--- config.mk ---
export PLATFORM = sky130hd
export DESIGN_NAME = writeback_buffer
export DESIGN_NICKNAME = d
export VERILOG_FILES = /design/src/rtl/definesPkg.sv /design/src/rtl/wb_entry_cam.sv /design/src/rtl/writeback_buffer.sv
export SDC_FILE = /design/constraint.sdc
export NUM_CORES = 1
export LEC_CHECK = 0
export BUFFER_PORTS_ARGS = -buffer_cell sky130_fd_sc_hd__buf_2
export CELL_PAD_IN_SITES_DETAIL_PLACEMENT = 0
export CELL_PAD_IN_SITES_GLOBAL_PLACEMENT = 1
export CORE_ASPECT_RATIO = 1.25
export CORE_MARGIN = 3
export CORE_UTILIZATION = 42
export DETAILED_ROUTE_END_ITERATION = 8
export GPL_TIMING_DRIVEN = 0
export PLACE_DENSITY = 0.88
export SYNTH_ARGS = -nofsm -noshare
export SYNTH_HDL_FRONTEND = slang
export SYNTH_SLANG_ARGS = --single-unit
--- constraint.sdc ---
create_clock -name clk -period 2.4 [get_ports clk]
set_input_delay 0.48 -clock clk [delete_from_list [all_inputs] [get_ports clk]]
set_output_delay 0.48 -clock clk [all_outputs]
set_load 0.03 [all_outputs]
--- src/rtl/definesPkg.sv ---
// definesPkg: shared address/data/coherence types for the writeback buffer slice.
// The address is split into a 4-bit page reference and an 8-bit address code,
// so {page 1, code 0x10} reads as the flat 12-bit address 0x110.
package definesPkg;

    localparam int WB_DEPTH = 4;
    localparam int PAGE_W   = 4;
    localparam int CODE_W   = 8;
    localparam int DATA_W   = 32;

    typedef struct packed {
        logic [PAGE_W-1:0] Page_reference;
        logic [CODE_W-1:0] Address_code;
    } Taddress;

    typedef logic [DATA_W-1:0] Tdata_sb;

    typedef enum logic [1:0] {
        INVALID   = 2'd0,
        SHARED    = 2'd1,
        EXCLUSIVE = 2'd2,
        MODIFIED  = 2'd3
    } Tmesi_state;

    // Buffer slot index; wraps naturally at WB_DEPTH.
    typedef logic [1:0] Tptr;

endpackage

--- src/rtl/wb_entry_cam.sv ---
// wb_entry_cam: compares a read address against every live buffer slot in
// parallel. Slots are scanned oldest to youngest starting at the head, so the
// last hit found is the most recently pushed copy of that address.
module wb_entry_cam
    import definesPkg::*;
(
    input  Taddress               entry_addr [WB_DEPTH],
    input  logic [WB_DEPTH-1:0]   entry_valid,
    input  Tptr                   head,
    input  Taddress               rd_addr,
    output logic                  hit,
    output Tptr                   youngest_idx
);

    Tptr idx;

    // Age-ordered scan; full-struct compare covers page and code fields.
    always_comb begin
        hit          = 1'b0;
        youngest_idx = head;
        idx          = head;
        for (int k = 0; k < WB_DEPTH; k++) begin
            idx = head + Tptr'(k);
            if (entry_valid[idx] && (entry_addr[idx] == rd_addr)) begin
                hit          = 1'b1;
                youngest_idx = idx;
            end
        end
    end

endmodule

--- src/rtl/writeback_buffer.sv ---
// writeback_buffer: holds dirty evictions in a small FIFO and drains them to
// memory in the background, giving cache-miss reads priority unless the read
// hits a buffered address.
// Optional feature: define WB_READ_FORWARD_EN to answer hazard reads straight
// from the buffer (youngest match) instead of draining before the read.
//
// state    | meaning
// ---------+-----------------------------------------------------------
// IDLE     | choose between starting a read and draining the head entry
// DRAIN    | write head entry to memory, pop it at end of cycle
// RD_ISSUE | present rd_addr to memory with we=0
// RD_WAIT  | memory data valid; return it with a one-cycle rd_ack
module writeback_buffer
    import definesPkg::*;
(
    input  logic       clk,
    input  logic       reset,
    input  logic       evict_valid,
    output logic       evict_ready,
    input  Taddress    evict_addr,
    input  Tdata_sb    evict_data,
    input  Tmesi_state evict_mesi,
    input  logic       rd_req,
    input  Taddress    rd_addr,
    output logic       rd_ack,
    output Tdata_sb    rd_data,
    output Taddress    addr,
    output Tdata_sb    wdata,
    output logic       we,
    input  Tdata_sb    rdata,
    input  Tmesi_state mesi_state_in,
    output Tmesi_state mesi_state_out,
    output logic       empty,
    output logic       full
);

    typedef enum logic [1:0] {IDLE, DRAIN, RD_ISSUE, RD_WAIT} wb_state_t;

    wb_state_t           state, state_next;
    Taddress             buf_addr [WB_DEPTH];
    Tdata_sb             buf_data [WB_DEPTH];
    Tptr                 wr_ptr, rd_ptr;
    logic [2:0]          count;
    logic [WB_DEPTH-1:0] entry_valid;
    logic                push, pop, hazard, rd_pending;
    Tptr                 youngest;

    // Memory never reports coherence state back to this block.
    logic unused_mesi_in;
    assign unused_mesi_in = ^mesi_state_in;

    assign empty       = (count == 3'd0);
    assign full        = (count == 3'(WB_DEPTH));
    assign evict_ready = !full;
    // Clean evictions are handshaken but never stored.
    assign push        = evict_valid && evict_ready && (evict_mesi == MODIFIED);
    assign pop         = (state == DRAIN);

    // A slot is live when its distance from the head is below the count.
    always_comb begin
        for (int i = 0; i < WB_DEPTH; i++) begin
            entry_valid[i] = ({1'b0, Tptr'(i) - rd_ptr} < count);
        end
    end

    wb_entry_cam u_cam (
        .entry_addr   (buf_addr),
        .entry_valid  (entry_valid),
        .head         (rd_ptr),
        .rd_addr      (rd_addr),
        .hit          (hazard),
        .youngest_idx (youngest)
    );

`ifdef WB_READ_FORWARD_EN
    logic    fwd_ack, fwd_take;
    Tdata_sb fwd_data;

    // A request being acked this cycle must not be accepted a second time.
    assign rd_pending = rd_req && !fwd_ack;
    assign fwd_take   = (state == IDLE) && rd_pending && hazard;

    // Capture the youngest buffered copy; ack it the following cycle.
    always_ff @(posedge clk) begin
        if (reset) begin
            fwd_ack  <= 1'b0;
            fwd_data <= '0;
        end else begin
            fwd_ack <= fwd_take;
            if (fwd_take) begin
                fwd_data <= buf_data[youngest];
            end
        end
    end
`else
    logic unused_youngest;
    assign unused_youngest = ^youngest;
    assign rd_pending      = rd_req;
`endif

    // Entry storage; contents need no reset since count gates validity.
    always_ff @(posedge clk) begin
        if (push) begin
            buf_addr[wr_ptr] <= evict_addr;
            buf_data[wr_ptr] <= evict_data;
        end
    end

    // Pointer and occupancy bookkeeping; simultaneous push/pop nets to zero.
    always_ff @(posedge clk) begin
        if (reset) begin
            wr_ptr <= '0;
            rd_ptr <= '0;
            count  <= '0;
        end else begin
            if (push) wr_ptr <= wr_ptr + Tptr'(1);
            if (pop)  rd_ptr <= rd_ptr + Tptr'(1);
            count <= count + 3'(push) - 3'(pop);
        end
    end

    // State register.
    always_ff @(posedge clk) begin
        if (reset) state <= IDLE;
        else       state <= state_next;
    end

    // Next-state: clean reads first, hazards force drains (or forward).
    always_comb begin
        state_next = state;
        case (state)
            IDLE: begin
                if (rd_pending && !hazard) begin
                    state_next = RD_ISSUE;
`ifdef WB_READ_FORWARD_EN
                end else if (rd_pending && hazard) begin
                    state_next = IDLE;
`endif
                end else if (!empty) begin
                    state_next = DRAIN;
                end
            end
            DRAIN:    state_next = IDLE;
            RD_ISSUE: state_next = RD_WAIT;
            RD_WAIT:  state_next = IDLE;
            default:  state_next = IDLE;
        endcase
    end

    // Outputs decoded from state; held quiet while reset is asserted.
    always_comb begin
        we             = 1'b0;
        addr           = '0;
        wdata          = '0;
        mesi_state_out = INVALID;
        rd_ack         = 1'b0;
        rd_data        = '0;
        if (!reset) begin
            case (state)
                DRAIN: begin
                    we             = 1'b1;
                    addr           = buf_addr[rd_ptr];
                    wdata          = buf_data[rd_ptr];
                    mesi_state_out = MODIFIED;
                end
                RD_ISSUE: addr = rd_addr;
                RD_WAIT: begin
                    rd_ack  = 1'b1;
                    rd_data = rdata;
                end
                default: ;
            endcase
`ifdef WB_READ_FORWARD_EN
            if (fwd_ack) begin
                rd_ack  = 1'b1;
                rd_data = fwd_data;
            end
`endif
        end
    end

endmodule

## After elaboration in Yosys (flattened, before gate mapping)

Memory sizes are Yosys's and may differ from the RTL's. A register that Yosys moved wholly into a read port is not among the register bits.
Cells that the tools add are included.

- Register bits after elaboration: 57
- Memory bits (writable): 128
- Output and inout bits: 83
- Word-level logic and storage cells: 111
- Memories: 1

- Add/subtract/negate cells: 10
- Magnitude comparators: 14
- Equal/unequal tests: 10
- Mux-type cells: 46
- Bitwise logic cells: 5
- Reductions and logical operators: 13

Memory list:

| memory | words | bits a word | rd ports | clocked after Yosys merged registers in | wr ports | RTL line | source |
|---|---|---|---|---|---|---|---|
| buf_data | 4 | 32 | 1 | 1 | 1 | writeback_buffer.sv:41 | `Tdata_sb buf_data [WB_DEPTH];` |

Operator list:

| cell | number |
|---|---|
| two-way mux 32 bit | 4 |
| two-way mux 12 bit | 10 |
| binary-select mux 12 bit (select 2 bit) | 4 |
| bitwise mux 48 bit | 1 |
| == test 12 bit | 4 |
| demux 12 bit (select 2 bit) | 1 |
| one-hot mux 12 bit (2 select lines) | 1 |
| >= comparator 3 bit, second input constant | 5 |
| NOT 2 -> 3 bit | 5 |
| two-way mux 1 bit | 14 |
| less-than comparator 2 x 3 -> 1 bit | 4 |
| less-than comparator 2 x 3 -> 1 bit, second input constant | 4 |
| two-way mux 2 bit | 6 |
| binary-select mux 1 bit (select 2 bit) | 4 |
| logical AND 1 bit | 8 |
| == test 2 bit, second input constant | 3 |
| one-hot mux 2 bit (3 select lines) | 1 |
| adder 2 x 1 -> 2 bit, second input constant | 2 |
| adder 2 bit, second input constant | 2 |
| subtractor 1 x 2 -> 2 bit, first input constant | 2 |
| subtractor 2 bit, first input constant | 2 |
| adder 3 x 1 -> 3 bit | 1 |
| == test 3 bit, second input constant | 1 |
| logical NOT 3 bit | 1 |
| other kinds (7) | 8 |

## Longest topological paths before layout

- Depth after elaboration: 14
- Mapped depth: 12
- Gate-level depth less buffers: 11

## By module

From an unflattened synthesis, not the netlist that was laid out.

- Cell total of the unflattened synthesis: 645
- Area total of the unflattened synthesis: 9,624.2 sq um

By module, submodules not included:

| module | instances | cells each | area each (sq um) | seq. area each (sq um) |
|---|---|---|---|---|
| writeback_buffer | 1 | 431 | 7,719.9 | 5,505.3 |
| wb_entry_cam | 1 | 214 | 1,904.3 | 0.0 |

## Least setup slack after synthesis

No wires, ideal clock.

- Path type: flip-flop to flip-flop
- Start point: reg count[1]
- End point: reg buf_addr[0] in the netlist's numbering, enable pin
- Data arrival time: 2.507 ns
- Data required time: 1.994 ns
- Path slack: -0.513 ns
- Cell stages (with the launch flop): 6
- Path buffers: 0
- Path through: dfxtp_1 > inv_1 > nand3_1 > inv_1 > nor2_1 > and2_1

- Word-level cells in the longest chain between the ends: 4

Ends and longest elaborated chain:

| element | RTL line | source |
|---|---|---|
| from (decl) | writeback_buffer.sv:43 | `logic [2:0] count;` |
| from (signal assigned) | writeback_buffer.sv:118 | `count <= count + 3'(push) - 3'(pop);` |
| == test 3 bit | writeback_buffer.sv:53 | `assign full = (count == 3'(WB_DEPTH));` |
| logical NOT 1 bit | writeback_buffer.sv:54 | `assign evict_ready = !full;` |
| net evict_ready | writeback_buffer.sv:19 | `output logic evict_ready,` |
| logical AND 1 bit (2 in series) | writeback_buffer.sv:56 | `assign push = evict_valid && evict_ready && (evict_mesi == MODIFIED);` |
| to (signal, indexed assignment) | writeback_buffer.sv:104 | `buf_addr[wr_ptr] <= evict_addr;` |
| to (decl) | writeback_buffer.sv:40 | `Taddress buf_addr [WB_DEPTH];` |

The timed path passes the listed nets, and every way through them passes these cells.
A chain may end at the register's enable or synchronous reset.

## Worst setup path after layout

- Start point: reg rd_ptr[0]
- End point: reg state[0]

- Word-level cells in the longest chain between the ends: 14
- Elaborated cells between the ends (all ways): 52

Ends and longest elaborated chain:

| element | RTL line | source |
|---|---|---|
| from (decl) | writeback_buffer.sv:42 | `Tptr wr_ptr, rd_ptr;` |
| from (signal assigned) | writeback_buffer.sv:117 | `if (pop) rd_ptr <= rd_ptr + Tptr'(1);` |
| adder 2 x 1 -> 2 bit / NOT 2 -> 3 bit (equally long branches) | wb_entry_cam.sv:23, wb_entry_cam.sv:24 |  |
| NOT 2 -> 3 bit (not written as such) / binary-select mux 12 bit (select 2 bit) (equally long branches) | wb_entry_cam.sv:24 | `if (entry_valid[idx] && (entry_addr[idx] == rd_addr)) begin` |
| binary-select mux 12 bit (select 2 bit) / two-way mux 12 bit (equally long branches) | wb_entry_cam.sv:24 |  |
| two-way mux 12 bit (not written as such) | wb_entry_cam.sv:24 |  |
| two-way mux 12 bit (not written as such) / == test 12 bit (equally long branches) | wb_entry_cam.sv:24 |  |
| == test 12 bit / logical AND 1 bit (equally long branches) | wb_entry_cam.sv:24 |  |
| logical AND 1 bit / two-way mux 1 bit (equally long branches) | wb_entry_cam.sv:24 |  |
| two-way mux 1 bit (2 in series) | wb_entry_cam.sv:24 |  |
| two-way mux 1 bit * | wb_entry_cam.sv:24 |  |
| logical NOT 1 bit * | writeback_buffer.sv:133 | `if (rd_pending && !hazard) begin` |
| logical AND 1 bit * | writeback_buffer.sv:133 |  |
| two-way mux 2 bit | writeback_buffer.sv:133 |  |
| one-hot mux 2 bit (3 select lines) | writeback_buffer.sv:131 | `case (state)` |
| to (signal assigned) | writeback_buffer.sv:125 | `else state <= state_next;` |
| to (decl) | writeback_buffer.sv:39 | `wb_state_t state, state_next;` |

Mark *: on every way between the ends. The rest lies on a longest branch, timed or not. The select of a mux whose other input is x is not followed.

==> impl_table.tex <==
\begin{tabular}{lr}
\hline
Metric & Value \\
\hline
\multicolumn{2}{l}{\textbf{Critical path}} \\
R2R Path End & state[0] \\
Top delay family on crit path & compound AO/OA/AOI/OAI gates \\
Crit path max-delay cell type & dfxtp\_4 \\
Critical path endpoint category & flip-flop \\
CP arrival & around 2.9 ns \\
Classification of the worst setup path & reg2reg \\
Worst Path Required & between 2 and 3 ns \\
Total buffers and inverters traversed by the critical path & 2 \\
Setup slack of the worst register-to-register path & -0.12 ns \\
Depth of the worst register-to-register path & 11 \\
CP max stage delay & about 0.38 ns \\
Critical path startpoint category & flip-flop \\
Maximum fanout along the worst path & 4 \\
Reg2reg start & rd\_ptr[0] \\
Cell-by-cell trace of the critical path & buf\_12, xnor2\_4, inv\_2, ha\_4, nor3b\_4, o31ai\_2, a2111oi\_2, and4\_1, a31oi\_2, a31o\_1, a21oi\_2 \\
\multicolumn{2}{l}{\textbf{Power}} \\
Combinational fraction of design power & 28.8\% \\
Largest vdd supply drop & between 0.5 and 0.6 mV \\
Sequential share of power & around 40\% \\
Total net switching power & approximately 2.7 mW \\
Leakage component of the power & roughly 4.2 nW \\
Switching portion of total power & between 20\% and 30\% \\
Overall Power & a little over 9 mW \\
Clock network fraction of design power & a little under a third \\
Pint & 6.49 mW \\
Ratio of total power to cell area & 769 nW/um2 \\
\multicolumn{2}{l}{\textbf{Global routing}} \\
GR Util met2 & around a third \\
Global-route total usage across every layer & between 15 and 20\% \\
Remaining global-route overflow & 0 \\
Number of antenna violations at the first check in global routing & 3 \\
Global-route wire length before repair & roughly 32,000 um \\
Met1 track demand over resource in global routing & 20.3\% \\
Pin count of the biggest net entering global routing & 45 \\
Most crowded layer after global routing & met2 \\
Fraction of met3 tracks used by global routing & 4.67\% \\
Vias in the first global route & slightly below 6,000 \\
\multicolumn{2}{l}{\textbf{Timing}} \\
Worst-margin pin slew & 0.758 ns \\
Maximum frequency from static timing analysis & around 0.40 GHz \\
Least setup slack across all paths after layout & -0.118 ns \\
Final Max Tran Viols & 0 \\
Final setup violating endpoints & 11 \\
Post-route fraction of the period consumed by the critical path & 105\% \\
Worst clock skew & $\sim$0.0096 ns \\
Post-route minimum period & $\sim$2.5 ns \\
Setup TNS after final layout & -0.789 ns \\
Worst hold slack across all endpoints & about 0.27 ns \\
RSZ-0062 raised after global routing & yes \\
Final hold violation count & 0 \\
Max\_slew headroom & around half \\
\multicolumn{2}{l}{\textbf{Placement}} \\
Detail Placement HPWL & around 14,000 um \\
Placer's final routability congestion estimate & 0.838 \\
Placed Area & 10,400 um2 \\
I/O Buffers & between 150 and 200 \\
\multicolumn{2}{l}{\textbf{Logic synthesis}} \\
Avg Inst Size Synth & roughly 17 um2 \\
Count of state elements after synthesis & 187 \\
Yosys warnings & 0 \\
FFs w/ async S/R, synth & 0\% \\
Largest cells by area after synthesis & edfxtp\_1 58\%, mux4\_2 19\%, xor2\_1 3.2\% \\
Largest family of logic cells by synthesized area & multiplexers \\
Synth Area in Compound Gates & 2.48\% \\
Cell Area, Synth & 9190 um2 \\
Number of distinct library cells after synthesis & 39 \\
Share of synthesized area spent on multiplexers & roughly a fifth \\
Top cell type's share of synthesized area & 57.5\% \\
Count of flip-flops with a built-in enable after synthesis & between 150 and 200 \\
Most used flip-flop cell after synthesis & edfxtp\_1 \\
Top cell type by total area after synthesis & edfxtp\_1 \\
Sequential share of the synthesized area & approximately three fifths \\
Adder-cell area share of the yosys netlist & 2.12\% \\
Xor/xnor share of the synthesized area & between 5 and 6\% \\
Gate count of the mapped netlist & 553 \\
Simple-gate share of the synthesized area & under 10\% \\
Mapped Nets & 664 \\
\multicolumn{2}{l}{\textbf{Routing}} \\
Number of violations reported at the end of detailed-routing iteration 0 & 281 \\
Remaining antenna violation count & 0 \\
DRC viols & 0 \\
Post-DR vias/cell & 5.46 \\
Mean routed wirelength per cell & 20.2 um \\
Total via count after detailed routing & around 5,800 \\
Sum of routed wire length over all layers & $\sim$21,000 um \\
Length of the first detailed-routing pass in iterations & 6 \\
\multicolumn{2}{l}{\textbf{CTS}} \\
Number of buffers created by CTS & 17 \\
Worst-Skew Late Latency & $\sim$0.41 ns \\
Hold buffer count at cts & 0 \\
Clk sinks & between 150 and 200 \\
CTS H-tree lvls & 4 \\
CTS Root Buffer Type & clkbuf\_16 \\
Clock edge transition at the registers on the reported setup and hold paths & roughly 0.070 ns \\
TritonCTS clock tree & yes \\
Maximum clock path buffer count & 2 \\
\multicolumn{2}{l}{\textbf{Layout}} \\
Layout overhead on the synthesized area & 29.4\% \\
ANT cells & 0 \\
Most frequent cells in the layout & 176 x edfxtp\_1, 152 x buf\_2, 76 x mux4\_2, 52 x buf\_4 \\
Final non-filler cell area & 11,900 um2 \\
Final Net Count & 884 \\
Most common cell after layout, fill and taps aside & edfxtp\_1 \\
Share of post-route cells with drive strength above 1 & about 51\% \\
Total of fill cells in the finished design & approximately 1,700 \\
Fin util & approximately 56\% \\
\multicolumn{2}{l}{\textbf{Floorplan}} \\
Starting Density & about 43\% \\
DIE WIDTH & approximately 140 um \\
Number of primary I/O pins & approximately 180 \\
Number of core rows & approximately 60 \\
Core region area & 21,200 um2 \\
Die area & 23,700 um2 \\
Die H & 171 um \\
\multicolumn{2}{l}{\textbf{Min path}} \\
Worst hold path startpoint & evict\_data[20] \\
Worst hold-check path type & in2reg \\
Hold Path Stages & 1 \\
Hold Path End & buf\_data[3][20] \\
\multicolumn{2}{l}{\textbf{Outcome}} \\
Violated checks & setup timing \\
Result of the run & finished, violations left \\
\multicolumn{2}{l}{\textbf{Flow run}} \\
Max Cap Viol & 0 \\
\hline
\end{tabular}
through the flow:
step	setup WS (ns)	std cells
after CTS	-0.230	1043
final	-0.118	1060
after detailed placement	-0.576	991
after global routing	-0.225	1060
after floorplan	0.000142	553
after global placement	-0.577	991
flip-flops by register name, indices dropped and copies added, names as in the netlist, named ones only:
| name | cells |
|---|---|
| count | 3 |
| state | 2 |
| buf_data | 128 |
| wr_ptr | 2 |
| rd_ptr | 2 |
| buf_addr | 48 |
logic make-up after synthesis:
kind of cell,Yosys count
xor+xnor,56
flops,187
mux,83
compound gates,30
buf+inv,58
simple gates,124
fa+ha+maj,15
worst max path at each step:
stage          cells past startpoint             end  slack (ns)  startpoint
6_report                          11        state[0]       -0.12   rd_ptr[0]
5_1_grt                           11        state[0]       -0.22   rd_ptr[0]
4_1_cts                            5  buf_data[1][7]       -0.23    count[1]
3_5_place_dp                      12        state[0]       -0.58   rd_ptr[1]
3_3_place_gp                      12        state[0]       -0.58   rd_ptr[1]
2_1_floorplan                     12        state[0]      0.0001   rd_ptr[1]
routing by layer:
metal  up-vias  part of all wire (%)
met2       263                    53
met3        44                   6.4
met1      2874                    37
li1       2602                     -
met4         6                   3.1
met5         -                  0.10
cell type report:
cell class,count,area [um2],share of cell area [%]
sequential,187,5520,46.4
multi-input combinational,308,3730,31.3
inverter,14,71.3,0.599
tap,274,343,2.88
timing repair buffer,205,1260,10.6
buffer,40,369,3.10
clock inverter,15,174,1.46
clock buffer,17,425,3.58
power by group through the flow:
stage | logic (mW) | clock network [mW] | registers (mW)
CTS | 2.40 | 2.83 | 3.75
detailed placement | 2.01 | 0 | 3.79
floorplan | 1.52 | 0 | 3.77
finish | 2.63 | 2.77 | 3.75
global placement | 1.99 | 0 | 3.78
global route | 2.80 | 2.97 | 3.76
synth_stat cells (2+ instances only):
cell,n
nor4_1,8
dfxtp_1,11
buf_4,5
ha_1,14
xnor2_1,22
nand2_1,3
nor3_1,5
o31ai_1,3
mux2i_1,7
o311ai_0,3
edfxtp_1,176
inv_1,13
buf_1,5
a31oi_1,2
and2_1,36
nor2_1,21
buf_2,4
nor3b_1,3
mux4_2,76
buf_6,5
nand3_1,4
nand4_1,5
a22oi_1,11
xor2_1,34
nand2b_1,3
clkbuf_1,25
a211oi_1,3
nor2b_1,35
what timing repair did:
| action | CTS | global route |
|---|---|---|
| setup endpoints to repair | 255 | 247 |
| pin swaps | 12 | 22 |
| buffers inserted | 18 | 23 |
| gates cloned | 3 | 0 |
| gates resized for setup | 119 | 59 |
Power figures use the tool's default switching activity.
